$ cat src/rtl/branch_predictor_table_if.sv
// Fetch/execute-facing bundle for the branch predictor table.
// master = pipeline side, slave = table side.
interface branch_predictor_table_if #(
    parameter int IDX_W = 5,
    parameter int CTR_W = 2
);
    logic [IDX_W-1:0] read_idx;
    logic             prediction;
    logic [CTR_W-1:0] pred_ctr;
    logic [IDX_W-1:0] pred_idx;
    logic             upd_valid;
    logic [IDX_W-1:0] upd_idx;
    logic             upd_taken;
    logic             clear;
    logic             busy;

    modport master (
        output read_idx, upd_valid, upd_idx, upd_taken, clear,
        input  prediction, pred_ctr, pred_idx, busy
    );

    modport slave (
        input  read_idx, upd_valid, upd_idx, upd_taken, clear,
        output prediction, pred_ctr, pred_idx, busy
    );
endinterface

$ cat src/rtl/branch_predictor_table.sv
// Flop-based table of saturating branch counters with a clear sweep.
// Optional gshare index hashing is enabled by defining BPT_GSHARE_EN.
module branch_predictor_table #(
    parameter int ENTRIES  = 32,
    parameter int CTR_W    = 2,
    parameter int INIT_CTR = 2**(CTR_W-1)-1
) (
    input logic clk,
    input logic rst,
    branch_predictor_table_if.slave bus
);
    localparam int IDX_W = $clog2(ENTRIES);
    localparam logic [CTR_W-1:0] INIT_V = CTR_W'(INIT_CTR);
    localparam logic [CTR_W-1:0] MAX_V  = '1;
    localparam logic [IDX_W-1:0] LAST   = IDX_W'(ENTRIES-1);

    typedef enum logic {
        S_IDLE,
        S_CLEAR
    } state_t;

    state_t           r_state;
    state_t           w_state_nxt;
    logic [IDX_W-1:0] r_ptr;
    logic [IDX_W-1:0] w_ptr_nxt;
    logic [CTR_W-1:0] r_ctr [ENTRIES];

    logic             w_upd_en;
    logic             w_clr_en;
    logic             w_enter_clr;
    logic [IDX_W-1:0] w_lookup_idx;
    logic [CTR_W-1:0] w_upd_old;
    logic [CTR_W-1:0] w_upd_new;
    logic [CTR_W-1:0] w_pred_ctr;

    always_ff @(posedge clk or posedge rst) begin
        if (rst) begin
            r_state <= S_IDLE;
            r_ptr   <= '0;
        end else begin
            r_state <= w_state_nxt;
            r_ptr   <= w_ptr_nxt;
        end
    end

    // Updates and new clear requests are only honoured in IDLE
    always_comb begin
        w_state_nxt = r_state;
        w_ptr_nxt   = r_ptr;
        w_upd_en    = 1'b0;
        w_clr_en    = 1'b0;
        w_enter_clr = 1'b0;
        unique case (r_state)
            S_IDLE: begin
                if (bus.clear) begin
                    w_state_nxt = S_CLEAR;
                    w_ptr_nxt   = '0;
                    w_enter_clr = 1'b1;
                end else if (bus.upd_valid) begin
                    w_upd_en = 1'b1;
                end
            end
            S_CLEAR: begin
                w_clr_en  = 1'b1;
                w_ptr_nxt = r_ptr + 1'b1;
                if (r_ptr == LAST) begin
                    w_state_nxt = S_IDLE;
                end
            end
        endcase
    end

    always_comb begin
        w_upd_old = r_ctr[bus.upd_idx];
        w_upd_new = w_upd_old;
        if (bus.upd_taken) begin
            if (w_upd_old != MAX_V) w_upd_new = w_upd_old + 1'b1;
        end else begin
            if (w_upd_old != '0) w_upd_new = w_upd_old - 1'b1;
        end
    end

    always_ff @(posedge clk or posedge rst) begin
        if (rst) begin
            for (int i = 0; i < ENTRIES; i++) begin
                r_ctr[i] <= INIT_V;
            end
        end else if (w_clr_en) begin
            r_ctr[r_ptr] <= INIT_V;
        end else if (w_upd_en) begin
            r_ctr[bus.upd_idx] <= w_upd_new;
        end
    end

`ifdef BPT_GSHARE_EN
    logic [IDX_W-1:0] r_ghr;

    // Shift in via a widened concat so IDX_W=1 needs no special case
    always_ff @(posedge clk or posedge rst) begin
        if (rst) begin
            r_ghr <= '0;
        end else if (w_enter_clr) begin
            r_ghr <= '0;
        end else if (w_upd_en) begin
            r_ghr <= IDX_W'({r_ghr, bus.upd_taken});
        end
    end

    assign w_lookup_idx = bus.read_idx ^ r_ghr;
`else
    assign w_lookup_idx = bus.read_idx;
`endif

    assign w_pred_ctr     = (r_state == S_CLEAR) ? '0 : r_ctr[w_lookup_idx];
    assign bus.pred_idx   = w_lookup_idx;
    assign bus.pred_ctr   = w_pred_ctr;
    assign bus.prediction = w_pred_ctr[CTR_W-1];
    assign bus.busy       = (r_state == S_CLEAR);
endmodule

$ cat src/flat_wrapper.sv
// flat-port wrapper written by rule: the top's interface ports become plain ports
module branch_predictor_table_flat 
#(
    parameter int ENTRIES  = 32,
    parameter int CTR_W    = 2,
    parameter int INIT_CTR = 2**(CTR_W-1)-1
)
  (clk, rst, bus_read_idx, bus_upd_valid, bus_upd_idx, bus_upd_taken, bus_clear, bus_prediction, bus_pred_ctr, bus_pred_idx, bus_busy);
  branch_predictor_table_if #(.IDX_W(5), .CTR_W(CTR_W)) bus_i ();
  input logic clk;
  input logic rst;
  input wire logic [$bits(bus_i.read_idx)-1:0] bus_read_idx;
  input wire logic [$bits(bus_i.upd_valid)-1:0] bus_upd_valid;
  input wire logic [$bits(bus_i.upd_idx)-1:0] bus_upd_idx;
  input wire logic [$bits(bus_i.upd_taken)-1:0] bus_upd_taken;
  input wire logic [$bits(bus_i.clear)-1:0] bus_clear;
  output wire logic [$bits(bus_i.prediction)-1:0] bus_prediction;
  output wire logic [$bits(bus_i.pred_ctr)-1:0] bus_pred_ctr;
  output wire logic [$bits(bus_i.pred_idx)-1:0] bus_pred_idx;
  output wire logic [$bits(bus_i.busy)-1:0] bus_busy;
  assign bus_i.read_idx = bus_read_idx;
  assign bus_i.upd_valid = bus_upd_valid;
  assign bus_i.upd_idx = bus_upd_idx;
  assign bus_i.upd_taken = bus_upd_taken;
  assign bus_i.clear = bus_clear;
  assign bus_prediction = bus_i.prediction;
  assign bus_pred_ctr = bus_i.pred_ctr;
  assign bus_pred_idx = bus_i.pred_idx;
  assign bus_busy = bus_i.busy;
  branch_predictor_table #(.ENTRIES(ENTRIES), .CTR_W(CTR_W), .INIT_CTR(INIT_CTR)) u_core (.clk(clk), .rst(rst), .bus(bus_i));
endmodule
$ cat config.mk
export PLATFORM = sky130hd
export DESIGN_NAME = branch_predictor_table_flat
export DESIGN_NICKNAME = d
export VERILOG_FILES = /design/src/rtl/branch_predictor_table_if.sv /design/src/rtl/branch_predictor_table.sv /design/src/flat_wrapper.sv
export SDC_FILE = /design/constraint.sdc
export NUM_CORES = 1
export LEC_CHECK = 0
export ABC_AREA = 1
export CAP_MARGIN = 25
export CORE_MARGIN = 2
export CORE_UTILIZATION = 45
export DETAILED_ROUTE_END_ITERATION = 12
export DONT_BUFFER_PORTS = 1
export HOLD_SLACK_MARGIN = 0.12
export PLACE_DENSITY = 0.62
export SLEW_MARGIN = 20
export SYNTH_ARGS = -nofsm -noshare
export SYNTH_HDL_FRONTEND = slang
export SYNTH_SLANG_ARGS = --single-unit
$ cat constraint.sdc
create_clock -name clk -period 2.09 [get_ports clk]
set_input_delay 0.209 -clock clk [delete_from_list [all_inputs] [get_ports clk]]
set_output_delay 0.209 -clock clk [all_outputs]
set_load 0.005 [all_outputs]
==> out/results.ini, run 1 <==
[run_status]
status=finished with violations
violations=design-rule violations

[hold_path]
hold_start=bus_upd_taken
hp-class=in2reg

[critical_path]
cp-start-kind=flop
path_class=reg2out
crit_fanout=3
required_ns=1.88
end_kind=primary output
startpoint=u_core.r_ctr[56]
r2r-start=u_core.r_ctr[1]
worstPathArrival_ns=1.77

[grt]
grt.overflow.total=0
grt_max_degree=71
grt_pass1_vias=5336
track_usage=0.280
antenna_found_initial=0
grt_pass1_wl_um=28000

[timing]
rsz0062_at_grt=no
whs_ns=0.186
min_period_ns=1.98
fin_crit_sh=0.945
skew_ns=0.00565
tightest_slew_ns=0.606
final-hold-violation-count=0
relSlewSlack=0.595
drv_slew=0
fmax_ghz=0.506
finalSetupTns_ns=0
finalSetupViolCount=0
setup_ws_ns=0.115

[cells_and_area]
final_common_cell=nand2_1
final_cell_mix=207 x nand2_1, 114 x nor2_1, 74 x inv_1, 74 x o21ai_0, 45 x nand3_1
final_area_um2=5750
area_delta_synth_final_pct=7.21
antenna_cells=0
drive_gt1_frac=0.116
nets=819
fillers=1136

[place]
io_buffer_count=0
place_area_um2=5460
hpwl_um=12100
pre_cts_ws_ns=0.153
globalplace.congestion=0.951

[routing]
vias=5688
drt_iter0_drc=687
drtPass1Iterations=10
vias_per_cell=6.01
wl_um=17300
routedWlPerCell_um=18.3
drc_errors=2
drtAntennaViolNets=0

[yosys]
synth_top_area_cell=dfrtp_1
synth_cell_types=31
synth_seq_area_share=0.334
syn_area_um2=5370
ys_seq_elements=70
synth.top_cell.area_share=0.177
synth_cells=818
yosys_warnings=0
synth.area.top_cells=dfrtp_1 18%, dfstp_2 16%, nand2_1 14%
syn_nets=838
avgSynthCellArea_um2=6.56

[die]
die_y_um=113
coreArea_um2=11500
rows=39
dieArea_um2=12800
io_pins=24
start_util=0.466
fp.dieW_um=113

[power]
leakage_nw=2.46
power_per_cell_area_nw_per_um2=1110
peakVddDrop_v=0.000764

[job]
maxCapViolCount=0

[clock_tree]
clk_latency_ns=0.35
tritoncts=yes
clkTransAtPathRegs_ns=0.05
cts_root_buf=clkbuf_16
numCtsBuffers=9
clock_sinks=70
post-cts-setup-buffers=0
clock_path_buffers=2
htree_levels=3

[critical path, cell delays in order, from the launching register on]
cell,delay [ns]
dfstp_2,0.55
inv_1,0.06
o21ai_0,0.16
a21oi_1,0.05
o21ai_0,0.17
nand3_1,0.14
nand2_1,0.11
nor2_1,0.05
nor2_2,0.13
[state kept, by name (all words and copies together), names as in the netlist]
register / count
u_core.bus.busy: 1
u_core.r_ctr: 64
u_core.r_ptr: 5
[cell type report]
cell class,instances,area [µm²],area share
Clock buffer,15,258,0.0448
Sequential cell,70,1790,0.312
Clock inverter,1,5.00,0.000870
Tap cell,143,179,0.0311
Timing Repair Buffer,17,183,0.0318
Inverter,80,304,0.0529
Multi-Input combinational cell,621,3030,0.527
[kinds of logic (layout without fill, tap and decap cells)]
logic type | Yosys count | in the layout | synth area share
flops | 70 | 70 | 0.334
fa+ha+maj | 5 | 5 | 0.0117
buf+inv | 127 | 113 | 0.103
simple gates | 414 | 414 | 0.326
compound gates | 202 | 202 | 0.226
[report_power, final]
group	total [W]	internal [W]	leakage, nW	switching, W
clock network	0.00142	0.000836	0.128	0.000588
registers	0.00254	0.00200	0.842	0.000540
logic	0.00242	0.000835	1.49	0.00158
[worst paths after layout]
kind                                         end  slack [ns]  depth (start not counted)
worst max-delay path             bus_pred_ctr[0]        0.11                          8
worst min-delay path            u_core.r_ctr[10]        0.19                          4
worst max register to register  u_core.r_ctr[23]        0.19                         13
worst min register to register  u_core.r_ctr[12]        0.53                          2
max in group asynchronous        u_core.r_ctr[8]        1.33                          3
min in group asynchronous       u_core.r_ctr[37]        0.40                          3
[layer usage]
layer,track usage,wire length (µm),share of wire,vias to the layer above
li1,-,-,-,2664
met1,0.391,7990,0.46,2740
met2,0.422,7630,0.44,251
met3,0.0530,1250,0.072,33
met4,0.124,439,0.025,0
met5,0,0,0,-
[what timing repair did]
| item | 4_1_cts | 5_1_grt |
|---|---|---|
| setup endpoints to repair | 0 | 3 |
| hold buffers | 2 | 0 |
| gates resized for setup | 0 | 6 |
| hold endpoints to repair | 43 | 0 |
[metrics by stage]
stage | util | instances | power (W)
6_report | 0.499 | 947 | 0.00639
3_5_place_dp | 0.474 | 929 | 0.00491
4_1_cts | 0.498 | 947 | 0.00635
3_3_place_gp | 0.474 | 929 | 0.00484
5_1_grt | 0.499 | 947 | 0.00681
2_1_floorplan | - | 818 | 0.00413
[cells in the mapped netlist, drive strengths merged]
cell and number:
a211oi 1, a21oi 32, a31oi 7, buf 22
clkbuf 25, clkinv 2, dfrtp 38, dfstp 32
ha 5, inv 78, nand2 212, nand3 46
nand3b 16, nand4 1, nor2 117, nor3 22
o211ai 32, o21ai 120, o221ai 9, o22ai 1
No activity file was read; power rests on OpenSTA's default activity.
==> run 2: changes to the inputs <==
- ABC_AREA: 1 -> not set
==> out/results.ini, run 2 <==
[die]
start_util=0.465
rows=37
fp.dieW_um=108
coreArea_um2=10400
io_pins=24
dieArea_um2=11600
die_y_um=108

[grt]
antenna_found_initial=0
grt_pass1_wl_um=27400
grt.overflow.total=0
track_usage=0.323
grt_pass1_vias=4751
grt_max_degree=71

[timing]
setup_ws_ns=-0.328
fin_crit_sh=1.16
drv_slew=0
rsz0062_at_grt=yes
final-hold-violation-count=0
finalSetupViolCount=67
min_period_ns=2.42
tightest_slew_ns=0.642
relSlewSlack=0.572
fmax_ghz=0.414
skew_ns=0.0135

[clock_tree]
cts_root_buf=clkbuf_8
clock_path_buffers=2
clock_sinks=70
htree_levels=3
numCtsBuffers=9
tritoncts=yes
clkTransAtPathRegs_ns=0.08
clk_latency_ns=0.37

[cells_and_area]
largest_register_ffs=64
multiInputGateArea_um2=2990
final_util=0.601
fillers=887
area_delta_synth_final_pct=29.3
area.sequential_um2=1790
final_cell_mix=81 x buf_4, 46 x nand2_1, 44 x nor2_1
final_common_cell=buf_4
drive_gt1_frac=0.394
top_register=u_core.r_ctr
nets=589

[yosys]
synth.top_cell.area_share=0.197
synth.most_common_cell=o21ai_0
syn_nets=509
async_flop_share=1.00
synth_cells=489
syn_area_um2=4820
synth_top_area_cell=dfrtp_1
synth_flop_cell=dfrtp_1
ys_seq_elements=70
synth.area.top_cells=dfrtp_1 20%, dfstp_2 17%, mux4_2 11%
avgSynthCellArea_um2=9.86
netlist_top_cells_count=47 x o21ai_0, 46 x nand2_1, 45 x nor2_1
synth_seq_area_share=0.372
synth_cell_types=58
synth_edf_count=0
yosys_warnings=0

[critical_path]
r2r_cells=7
end_kind=flop
worstPathArrival_ns=2.71
cp-start-kind=flop
r2r-end=u_core.r_ctr[34]
crit_fanout=6
required_ns=2.39
regToRegSetupSlack_ns=-0.33
r2r-start=u_core.r_ctr[62]
path_class=reg2reg

[routing]
vias_per_cell=6.65
drtPass1Iterations=7
drc_errors=0
drtAntennaViolNets=0
wl_um=17900
drt_iter0_drc=675
vias=4731
routedWlPerCell_um=25.2

[hold_path]
hold_start=bus_upd_idx[4]
hold_end=u_core.r_ctr[40]
hp-class=in2reg
hold_depth=2

[job]
maxCapViolCount=0

[place]
pre_cts_ws_ns=-0.269
io_buffer_count=0
hpwl_um=12000
globalplace.congestion=0.957

[power]
power_per_cell_area_nw_per_um2=965
leakage_nw=2.51
peakVddDrop_v=0.000731
total_power_w=0.00602

[run_status]
violations=negative setup slack
status=finished with violations

## run 2: changes by cell type after synthesis, moves of 18 or more
cell,change
a21oi_1,-18
nor2_1,-70
nand3_1,-37
o21ai_2,-20
inv_1,-69
o21ai_0,-29
o21ai_1,-21
o211ai_1,-26
mux4_2,+23
nand2_1,-161
mux2i_1,+42
## run 2: per-stage QoR
stage	setup TNS [ns]	instance area, µm²	hold WS, ns	instances
after CTS	-9.65	6120	0.120	707
after detailed placement	-6.26	5450	0.209	671
after floorplan	-0.00165	4840	0.295	489
final	-10.46	6230	0.119	711
after global routing	-14.54	6230	0.127	710
after global placement	-5.79	5450	0.204	671
## run 2: final cells by class
cell class | count | area share
inverters | 7 | 0.00421
well taps | 136 | 0.0273
repair buffers | 110 | 0.167
clock buffers | 13 | 0.0271
diodes | 1 | 0.000401
flip-flops and latches | 70 | 0.287
clock inverters | 3 | 0.00682
multi-input cells | 371 | 0.480
## run 2: worst max path at each step
stage	start	to	slack, ns	cells past startpoint
finish	u_core.r_ctr[62]	u_core.r_ctr[34]	-0.33	7
floorplan	bus_read_idx[0]	bus_pred_ctr[1]	-0.002	7
CTS	u_core.r_ctr[33]	bus_prediction	-0.28	5
global placement	bus_upd_idx[2]	u_core.r_ctr[42]	-0.24	8
global route	u_core.r_ctr[33]	u_core.r_ctr[18]	-0.36	8
detailed placement	bus_upd_idx[2]	u_core.r_ctr[50]	-0.27	8
## run 2: worst max-delay path, stage by stage, from the launching register on
cell and delay [ns]:
dfstp_2 0.39, mux4_2 0.51, a221oi_4 0.37, a31oi_4 0.16, buf_4 0.17, buf_6 0.13, or4_4 0.49, a2bb2oi_2 0.14
## run 2: what timing repair did
action / 4_1_cts / 5_1_grt
cloned: 5 / 0
hold buffers: 2 / 1
hold endpoints to repair: 42 / 1
pin swaps: 26 / 14
endpoints found under the setup margin: 56 / 67
resized for setup: 67 / 20
setup buffers: 14 / 6
## run 2: cells by family (layout without fill, tap and decap cells)
kind of cell,count (synthesis),in the layout,synth area share
simple gates,171,171,0.179
compound gates,128,128,0.186
flops,70,70,0.372
mux,66,66,0.197
buf+inv,48,133,0.0503
fa+ha+maj,6,6,0.0153
other cells,0,1,0
## run 2: report_power, final
group	switching [W]	internal, W
clock network	0.000550	0.000648
logic	0.00138	0.00124
registers	0.000391	0.00181
total	0.00233	0.00369
## run 2: routing by layer
metal  part of all wire  global-route usage
met1               0.40               0.447
met2               0.44               0.473
met3               0.12              0.0890
met4              0.043               0.143
met5                  0                   0
==> run 3: changes to the inputs <==
- CORE_MARGIN: 2 -> 1.5
- GPL_ROUTABILITY_DRIVEN: not set -> 1
- GPL_TIMING_DRIVEN: not set -> 0
==> out/results.ini, run 3 (synthesis gave the netlist of run 2 again) <==
[run_status]
status=finished with violations
violations=negative setup slack

[die]
die_y_um=107
fp.dieW_um=107
dieArea_um2=11300
io_pins=24
start_util=0.465
rows=37
coreArea_um2=10400

[timing]
relSlewSlack=0.374
skew_ns=0.0129
tightest_slew_ns=0.936
fin_crit_sh=1.19
rsz0062_at_grt=yes
finalSetupViolCount=67
setup_ws_ns=-0.387
min_period_ns=2.48
final-hold-violation-count=0
fmax_ghz=0.404
finalSetupTns_ns=-15.05
drv_slew=0

[hold_path]
hold_start=bus_clear
hp-class=in2reg

[clock_tree]
clkTransAtPathRegs_ns=0.08
numCtsBuffers=9
clk_latency_ns=0.37
clock_path_buffers=2
tritoncts=yes
htree_levels=3
cts_root_buf=clkbuf_8
clock_sinks=70

[cells_and_area]
final_cell_mix=42 x nand2_1, 40 x nor2_1, 40 x mux2i_1
antenna_cells=0
final_common_cell=nand2_1
top_register=u_core.r_ctr
area_delta_synth_final_pct=25.1
fillers=898
final_util=0.581
largest_register_ffs=64
multiInputGateArea_um2=3160
final_area_um2=6030
nets=549
area.sequential_um2=1790
drive_gt1_frac=0.386

[grt]
grt_busiest_layer=met2
grt.overflow.total=0
grtUsageMet2=0.504
antenna_found_initial=0
grt_pass1_vias=4483
grtUsageMet3=0.0938
track_usage=0.335
met1_usage=0.450
grt_pass1_wl_um=27600
grt_max_degree=38

[job]
maxCapViolCount=0

[critical_path]
path_class=reg2reg
slowest_delay_ns=0.50
startpoint=u_core.r_ctr[33]
cp-start-kind=flop
critPathSlowestCell=mux4_2
crit_top_cell=buf_6
crit_chain=mux4_2, a22oi_2, o2111ai_2, a31oi_4, buf_6, nor3_4, buf_6, o31a_1
required_ns=2.39
r2r-start=u_core.r_ctr[33]
worstPathArrival_ns=2.78
crit_fanout=8
end_kind=flop

[routing]
vias=4640
drtAntennaViolNets=0
routedWlPerCell_um=27.6
drtPass1Iterations=5
drc_errors=0
vias_per_cell=6.93
wl_um=18500
drt_iter0_drc=553

[place]
globalplace.congestion=1.05
place_area_um2=5040
hpwl_um=12200
io_buffer_count=0

[power]
total_power_w=0.00582
power_per_cell_area_nw_per_um2=965
peakVddDrop_v=0.000646
leakage_nw=2.29

run 3: changes by cell type in the layout (fill, tap and decap cells not counted), moves of 5 or more:
cell	previous run	this run
buf_2	0	6
buf_4	81	17
clkbuf_1	1	11
o21ai_0	32	25
o21ai_2	16	21
run 3: power by group:
| group | total (W) | switching [W] | internal [W] |
|---|---|---|---|
| Sequential | 0.00215 | 0.000330 | 0.00182 |
| Clock | 0.00114 | 0.000561 | 0.000581 |
| Combinational | 0.00253 | 0.00148 | 0.00105 |
run 3: per-stage QoR:
step | cells | worst slack [ns] | hold WS, ns
global route | 670 | -0.417 | 0.168
global placement | 625 | -1.30 | 0.301
CTS | 664 | -0.333 | 0.149
floorplan | 489 | -0.00165 | 0.295
detailed placement | 627 | -0.649 | 0.139
finish | 670 | -0.387 | 0.133
run 3: timing repair:
| item | 4_1_cts | 5_1_grt |
|---|---|---|
| hold endpoints to repair | 36 | 0 |
| pin swaps | 42 | 20 |
| cloned | 5 | 1 |
| endpoints found under the setup margin | 72 | 67 |
| resized for setup | 86 | 62 |
| hold buffers | 2 | 0 |
| setup buffers | 15 | 8 |
run 3: area by class of cell:
cell class,instances,area share
Multi-Input combinational cell,371,0.524
Sequential cell,70,0.297
Timing Repair Buffer,32,0.0687
Buffer,38,0.0454
Tap cell,136,0.0282
Clock buffer,12,0.0241
Clock inverter,4,0.00789
Inverter,7,0.00477
run 3: critical path: cells and delay by family (launching register included):
family	cells	cell delay [ns]
AOI/OAI and AO/OA	4	1.12
muxes	1	0.50
DFF	1	0.40
buffers and inverters	2	0.33
and+or+nand+nor	1	0.05
run 3: final timing paths:
path | end | slack, ns | depth (start not counted)
max | u_core.r_ctr[28] | -0.39 | 8
min | u_core.r_ptr[3] | 0.13 | 3
max reg2reg | u_core.r_ctr[28] | -0.39 | 8
min reg2reg | u_core.r_ctr[15] | 0.56 | 2
max in group asynchronous | u_core.r_ctr[12] | 1.12 | 3
min in group asynchronous | u_core.r_ctr[41] | 0.34 | 2
run 3: routing by layer:
| layer | wire (µm) | part of all wire | vias to the layer above |
|---|---|---|---|
| met3 | 1920 | 0.10 | 53 |
| met1 | 7470 | 0.40 | 2358 |
| met2 | 8360 | 0.45 | 298 |
| met5 | 0 | 0 | - |
| li1 | - | - | 1931 |
| met4 | 759 | 0.041 | 0 |
